[config.mk]
export PLATFORM = sky130hd
export DESIGN_NAME = tag_responder_reader
export DESIGN_NICKNAME = d
export VERILOG_FILES = /design/src/rtl/tag_responder_reader.sv
export SDC_FILE = /design/constraint.sdc
export NUM_CORES = 1
export LEC_CHECK = 0
export CORE_MARGIN = 2
export CORE_UTILIZATION = 60
export CTS_BUF_LIST = sky130_fd_sc_hd__clkbuf_2 sky130_fd_sc_hd__clkbuf_4 sky130_fd_sc_hd__clkbuf_8
export CTS_CLUSTER_DIAMETER = 200
export DETAILED_ROUTE_END_ITERATION = 6
export PLACE_DENSITY = 0.85
export SLEW_MARGIN = 20
export SYNTH_ARGS = -nofsm -noshare
export SYNTH_HDL_FRONTEND = slang
export SYNTH_SLANG_ARGS = --single-unit
[constraint.sdc]
create_clock -name CLK -period 6.1 [get_ports CLK]
set_input_delay 1.22 -clock CLK [delete_from_list [all_inputs] [get_ports CLK]]
set_output_delay 1.22 -clock CLK [all_outputs]
set_load 0.01 [all_outputs]
[src/rtl/tag_responder_reader.sv]
// tag_responder_reader: snapshots the CAPP tag vector on start and hands out
// the tagged cell addresses one per handshake, lowest index first.
//
// Handshake: valid/ready. While valid is high, addr and last are stable and
// change only after an edge where valid && ready were both high (the transfer).
// valid never drops without a transfer unless abort or RST_N intervenes.
module tag_responder_reader #(
    parameter int num_cells = 100,
    parameter int addr_bits = 7,
    parameter int cnt_bits  = 7
) (
    input  logic                 CLK,
    input  logic                 RST_N,
    input  logic [num_cells-1:0] tags_in,
    input  logic                 start,
    input  logic                 abort,
    input  logic                 ready,
    output logic                 valid,
    output logic [addr_bits-1:0] addr,
    output logic                 last,
    output logic                 busy,
    output logic                 some_none,
    output logic [cnt_bits-1:0]  resp_count,
    output logic                 done
);

    typedef enum logic [1:0] {
        IDLE = 2'd0,
        SCAN = 2'd1,
        DONE = 2'd2
    } state_t;

    localparam logic [num_cells-1:0] lsb_one = {{(num_cells-1){1'b0}}, 1'b1};

    state_t                state;
    logic [num_cells-1:0]  pending;
    logic [num_cells-1:0]  low_bit;
    logic [num_cells-1:0]  pending_next;
    logic [addr_bits-1:0]  low_idx;
    logic [cnt_bits-1:0]   tag_count;

    // Isolate the lowest remaining responder and the set left after consuming it.
    always_comb begin
        low_bit      = pending & (~pending + lsb_one);
        pending_next = pending & ~low_bit;
    end

    // Priority encode: index of the lowest set bit of pending (0 when empty).
    always_comb begin
        low_idx = '0;
        for (int i = num_cells - 1; i >= 0; i--) begin
            if (pending[i]) begin
                low_idx = addr_bits'(i);
            end
        end
    end

    // Population count of the incoming tag vector, used only at snapshot time.
    always_comb begin
        tag_count = '0;
        for (int i = 0; i < num_cells; i++) begin
            tag_count = tag_count + cnt_bits'(tags_in[i]);
        end
    end

    // Outputs decode directly from the state and pending registers.
    assign valid = (state == SCAN);
    assign addr  = valid ? low_idx : '0;
    assign last  = valid && (pending_next == '0);
    assign busy  = (state != IDLE);
    assign done  = (state == DONE);

    // Enumeration FSM: snapshot on start, consume one responder per transfer.
    always_ff @(posedge CLK or negedge RST_N) begin
        if (!RST_N) begin
            state      <= IDLE;
            pending    <= '0;
            some_none  <= 1'b0;
            resp_count <= '0;
        end else begin
            case (state)
                IDLE: begin
                    // abort alongside start suppresses the start
                    if (start && !abort) begin
                        pending    <= tags_in;
                        resp_count <= tag_count;
                        some_none  <= |tags_in;
                        state      <= (|tags_in) ? SCAN : DONE;
                    end
                end
                SCAN: begin
                    // abort beats a simultaneous transfer; that address is not consumed
                    if (abort) begin
                        pending <= '0;
                        state   <= IDLE;
                    end else if (ready) begin
                        pending <= pending_next;
                        if (pending_next == '0) begin
                            state <= DONE;
                        end
                    end
                end
                DONE: begin
                    // single-cycle done pulse; start here is ignored
                    pending <= '0;
                    state   <= IDLE;
                end
                default: begin
                    pending <= '0;
                    state   <= IDLE;
                end
            endcase
        end
    end

endmodule

---- Yosys cells after proc, flatten, opt, wreduce, memory -nomap -nowiden ----
Index checks and enable logic that the tools add are counted.
W data, S select, Z words.
storage, ports and cells
  flip-flop bits (word level) ............. 110
  bits in latches ......................... 0
  RAM bits ................................ 0
  bits in read-only memories .............. 0
  input bits .............................. 105
  output and inout port bits .............. 19
  logic and storage cells ................. 234
  memories kept ........................... 0
cells by class
  add/subtract/negate cells ............... 100
  multiply operators ...................... 0
  divide/modulo/power cells ............... 0
  order comparisons ....................... 0
  equal/unequal tests ..................... 5
  shift-type cells ........................ 0
  multiplexer cells ....................... 111
  bitwise logic cells ..................... 4
  reduce and logical (&&, ||, !) cells .... 10
operator list
  cell                       number
  $mux W7                    101
  $add A7 B1 Y7              93
  $mux W100                  3
  $and A100 B100 Y100        2
  $not A100 Y100             2
  $pmux W100 S2              1
  $add A100 B1 Y100 const B  1
  $logic_not A100 Y1         1
  $reduce_or A100 Y1         1
  $mux W2                    5
  $add A6 B1 Y7              1
  $add A5 B1 Y6              1
  $add A4 B1 Y5              1
  $add A3 B1 Y4              1
  $pmux W2 S2                1
  $reduce_and A2 Y1          2
  $add A2 B1 Y3              1
  $ne A3 B2 Y1 const B       1
  $ne A3 B3 Y1 const B       1
  $reduce_and A3 Y1          1
  $add A1 B1 Y2              1
  $eq A2 B1 Y1 const B       1
  $eq A2 B2 Y1 const B       1
  $logic_and A1 B1 Y1        2
  4 further kinds            4

---- Longest topological paths before layout ----
  depth after elaboration ................. 101
  depth in mapped cells ................... 25
  mapped depth without buffers ............ 25

---- Worst setup path before layout ----
No wires, ideal clock.
  path kind ............................... input port to flip-flop
  start ................................... input tags_in[83]
  end ..................................... register resp_count[6]
  setup time .............................. 0.134 ns
  arrival time ............................ 6.981 ns
  data required time ...................... 5.966 ns
  slack ................................... -1.016 ns
  cell stages on the path ................. 25
  buffers on the path ..................... 0
  path through ............................ fa_1 > inv_1 > fa_1 > fa_1 > inv_1 > fa_1 > inv_1 > fa_1 > inv_1 > fa_1 > inv_1 > fa_1 > fa_1 > fa_1 > inv_1 > ha_1 > inv_1 > fa_1 > nor2b_1 > o21ai_0 > nand2b_1 > a21o_1 > a21oi_1 > xor2_1 > o21ai_0
on the way
  longest elaborated chain between the ends .. 17
RTL lines
  item                          RTL line  source
  start, declared               14        input logic [num_cells-1:0] tags_in,
  $add A7 B1 Y7 (17 in series)  62        tag_count = tag_count + cnt_bits'(tags_in[i]);
  end signal, assigned          86        resp_count <= tag_count;
  end, declared                 23        output logic [cnt_bits-1:0] resp_count,
Every way passes these cells.
A chain may end at the register's enable or synchronous reset.

---- Worst setup path in the final report ----
  start ................................... input tags_in[27]
  end ..................................... register resp_count[6]
on the way
  longest elaborated chain between the ends .. 73
RTL lines
  item                          RTL line
  $add A7 B1 Y7 (73 in series)  62
Every way passes these cells.

==> flow_metrics.env <==
export IMPL_die_area_mm2=0.0184
export IMPL_crit_arrival_ns=7.69
export IMPL_core_mm2=0.0171
export IMPL_rsz0062_at_grt="true"
export IMPL_yosysSeqAreaShare=0.265
export IMPL_path_clk_slew_ns=0.11
export IMPL_end_kind="flip-flop"
export IMPL_synth_avg_cell_area_um2=8.17
export IMPL_grt_start_max_net_pins=62
export IMPL_setup_viol=7
export IMPL_clk_latency_ns=0.42
export IMPL_ctsHoldBuffers=0
export IMPL_outcome="finished, violations left"
export IMPL_synth_async_reset_ratio=1.00
export IMPL_synthesis_nets=1484
export IMPL_portBuffers=123
export IMPL_die_w_um=136
export IMPL_cts_buffer_depth=2
export IMPL_synth_top_area_share=0.265
export IMPL_synth_adder_area_share=0.197
export IMPL_hold_class="flip-flop to flip-flop"
export IMPL_place_congestion=1.03
export IMPL_cp_start_kind="primary input"
export IMPL_yosys_top_cells_area="dfrtp_1 (26%), fa_1 (17%), inv_1 (7.0%), o21ai_0 (6.6%), a22o_1 (4.3%)"
export IMPL_maxCapViolations=0
export IMPL_remaining_drc_errors=7
export IMPL_synth_compound_area_share=0.242
export IMPL_postRouteAntennaNets=0
export IMPL_max_slew_margin_rel=0.240
export IMPL_synth_top_family_by_area="compound AO/OA/AOI/OAI gates"
export IMPL_initial_core_util=0.607
export IMPL_finalCriticalPeriod_ns=7.41
export IMPL_drive_gt1_frac=0.188
export IMPL_ys_warn_count=0
export IMPL_antenna_found_initial=0
export IMPL_worstMarginPinSlew_ns=1.13
export IMPL_synth_edf_count=0
export IMPL_skew_ns=0.0180
export IMPL_hold_viol=0
export IMPL_fin_crit_sh=1.21
export IMPL_placedInstanceArea_mm2=0.0127
export IMPL_die_h_um=136
export IMPL_slew_viol_final=0
export IMPL_vias=12000
export IMPL_nets=1686
export IMPL_io_pins=124
export IMPL_avgRoutedWirePerCell_um=27.4
export IMPL_clock_sinks=110
export IMPL_critical_path_class="primary input to flip-flop"
export IMPL_place_hpwl_um=35200
export IMPL_routed_wl_um=46700
export IMPL_cts_tree="built"
export IMPL_synth_largest_area_cell="dfrtp_1"
export IMPL_grt_pass1_vias=11800
export IMPL_violations="DRC, setup timing"
export IMPL_fillers=1228
export IMPL_std_cell_rows=48
export IMPL_ys_seq_elements=110
export IMPL_n_antenna_cell=0
export IMPL_syn_area_mm2=0.0104
export IMPL_viasPerCell=7.08
export IMPL_cp_required_ns=6.38
export IMPL_area_delta_synth_final_pct=25.1
export IMPL_synth_cell_type_count=68
export IMPL_cts_buffers=9
export IMPL_ys_flop_type="dfrtp_1"
export IMPL_synth_simple_gate_area_frac=0.194
export IMPL_synth_cells=1271
export IMPL_grt_pass1_wl_um=69200
export IMPL_path_max_fanout=3
export IMPL_cts_htree_levels=3
export IMPL_synth_area_mux_share=0
export IMPL_grt_total_usage=0.512
export IMPL_clock_root_buffer="clkbuf_8"
export IMPL_dr_pass1_iters=7
export IMPL_stdcell_area_mm2=0.0130
export IMPL_grt_overflow_total=0
export IMPL_drtIter0Drc=2114
export IMPL_fin_ws_ns=-1.31
export IMPL_max_freq_mhz=135
export IMPL_synth_xor_area_frac=0.00421
critical path: stages:
cell	delay, ns
clkdlybuf4s15_1	0.19
inv_2	0.12
fa_2	0.52
fa_1	0.47
fa_1	0.51
inv_1	0.11
fa_2	0.43
inv_1	0.18
fa_1	0.51
fa_1	0.53
fa_1	0.53
fa_1	0.53
fa_1	0.56
inv_1	0.09
ha_4	0.27
nor2b_1	0.13
o21ai_1	0.11
nand2b_1	0.10
a21o_1	0.19
a21oi_2	0.16
xor2_1	0.16
o21ai_1	0.08
cell usage in the layout (no fill, tap or decap), drive strengths merged, types with 4 or more instances in the layout:
cell,n
nor2,69
nand3,21
a31oi,9
o2bb2ai,11
ha,20
o22ai,23
clkdlybuf4s15,11
nand2b,7
a22o,51
o211ai,6
a21oi,63
nand4,29
clkdlybuf4s50,71
dlygate4sd2,12
or3,15
nand2,104
o21ai,136
nor3,35
or4,21
buf,159
fa,88
a211oi,7
dfrtp,110
a2111oi,8
o31ai,23
dlymetal6s2s,4
clkbuf,21
o2111ai,6
a21o,8
inv,194
nor4,66
or2,9
final cells by class:
type	count	area, µm²	area share
clock buffers	10	131	0.0101
clock inverters	3	23.8	0.00183
inverters	193	727	0.0559
multi-input cells	891	6830	0.525
flip-flops and latches	110	2760	0.212
well taps	225	282	0.0217
repair buffers	268	2250	0.173
cell usage after synthesis (6+ instances only):
cell and count:
a21oi_1 62, nand4_1 29, o31ai_1 23, nand2b_1 7, a31oi_1 9, a22o_1 51, nor3_1 34, or2_2 7
o22ai_1 23, a21o_1 8, nor2_1 69, or3_1 14, or4_1 20, a211oi_1 7, nand2_1 104, o211ai_1 6
a2111oi_0 6, ha_1 20, o2bb2ai_1 11, o2111ai_1 6, clkbuf_1 71, fa_1 88, inv_1 193, nor4_1 64
nand3_1 21, o21ai_0 136, dfrtp_1 110
worst paths after layout:
| kind | startpoint | end | slack (ns) | cells after the start |
|---|---|---|---|---|
| hold reg to reg | some_none | some_none | 0.50 | 2 |
| setup reg to reg | pending[54] | state[1] | 1.81 | 11 |
| min in group asynchronous | RST_N | pending[49] | 0.82 | 1 |
| hold / removal | some_none | some_none | 0.50 | 2 |
| setup / recovery | tags_in[27] | resp_count[6] | -1.31 | 22 |
| max in group asynchronous | RST_N | pending[54] | 3.95 | 2 |
per-layer routing:
layer  part of all wire  up-vias  track usage
li1                   -     4947            -
met1               0.34     5626        0.638
met2               0.42     1157        0.751
met3               0.16      308        0.194
met4              0.082        0        0.320
met5                  0        -            0
what timing repair did:
action,CTS,global route
pin swaps,55,45
resized for setup,140,67
buffers inserted,6,9
endpoints found under the setup margin,8,8
sequential cells by signal, summed over array words and instances (netlist names):
register    count
pending       100
resp_count      7
state           2
some_none       1
logic make-up after synthesis:
| family | Yosys count |
|---|---|
| DFF | 110 |
| and+or+nand+nor | 390 |
| adders and majority gates | 111 |
| xor gates and xnor gates | 5 |
| AOI/OAI and AO/OA | 385 |
| buffers and inverters | 270 |
metrics by stage:
step           hold WS (ns)  utilization  TNS (ns)  std cells  setup slack, ns
2_1_floorplan         0.490            -     -4.22       1271           -0.946
3_3_place_gp          0.452        0.740     -9.87       1674            -1.69
3_5_place_dp          0.479        0.740    -11.15       1674            -1.94
4_1_cts               0.506        0.753     -6.12       1692            -1.19
5_1_grt               0.524        0.760     -7.51       1700            -1.45
6_report              0.504        0.760     -6.86       1700            -1.31
Power is not shown: default switching activity piles up to over one toggle a cycle in this logic, so the estimate is an artifact.
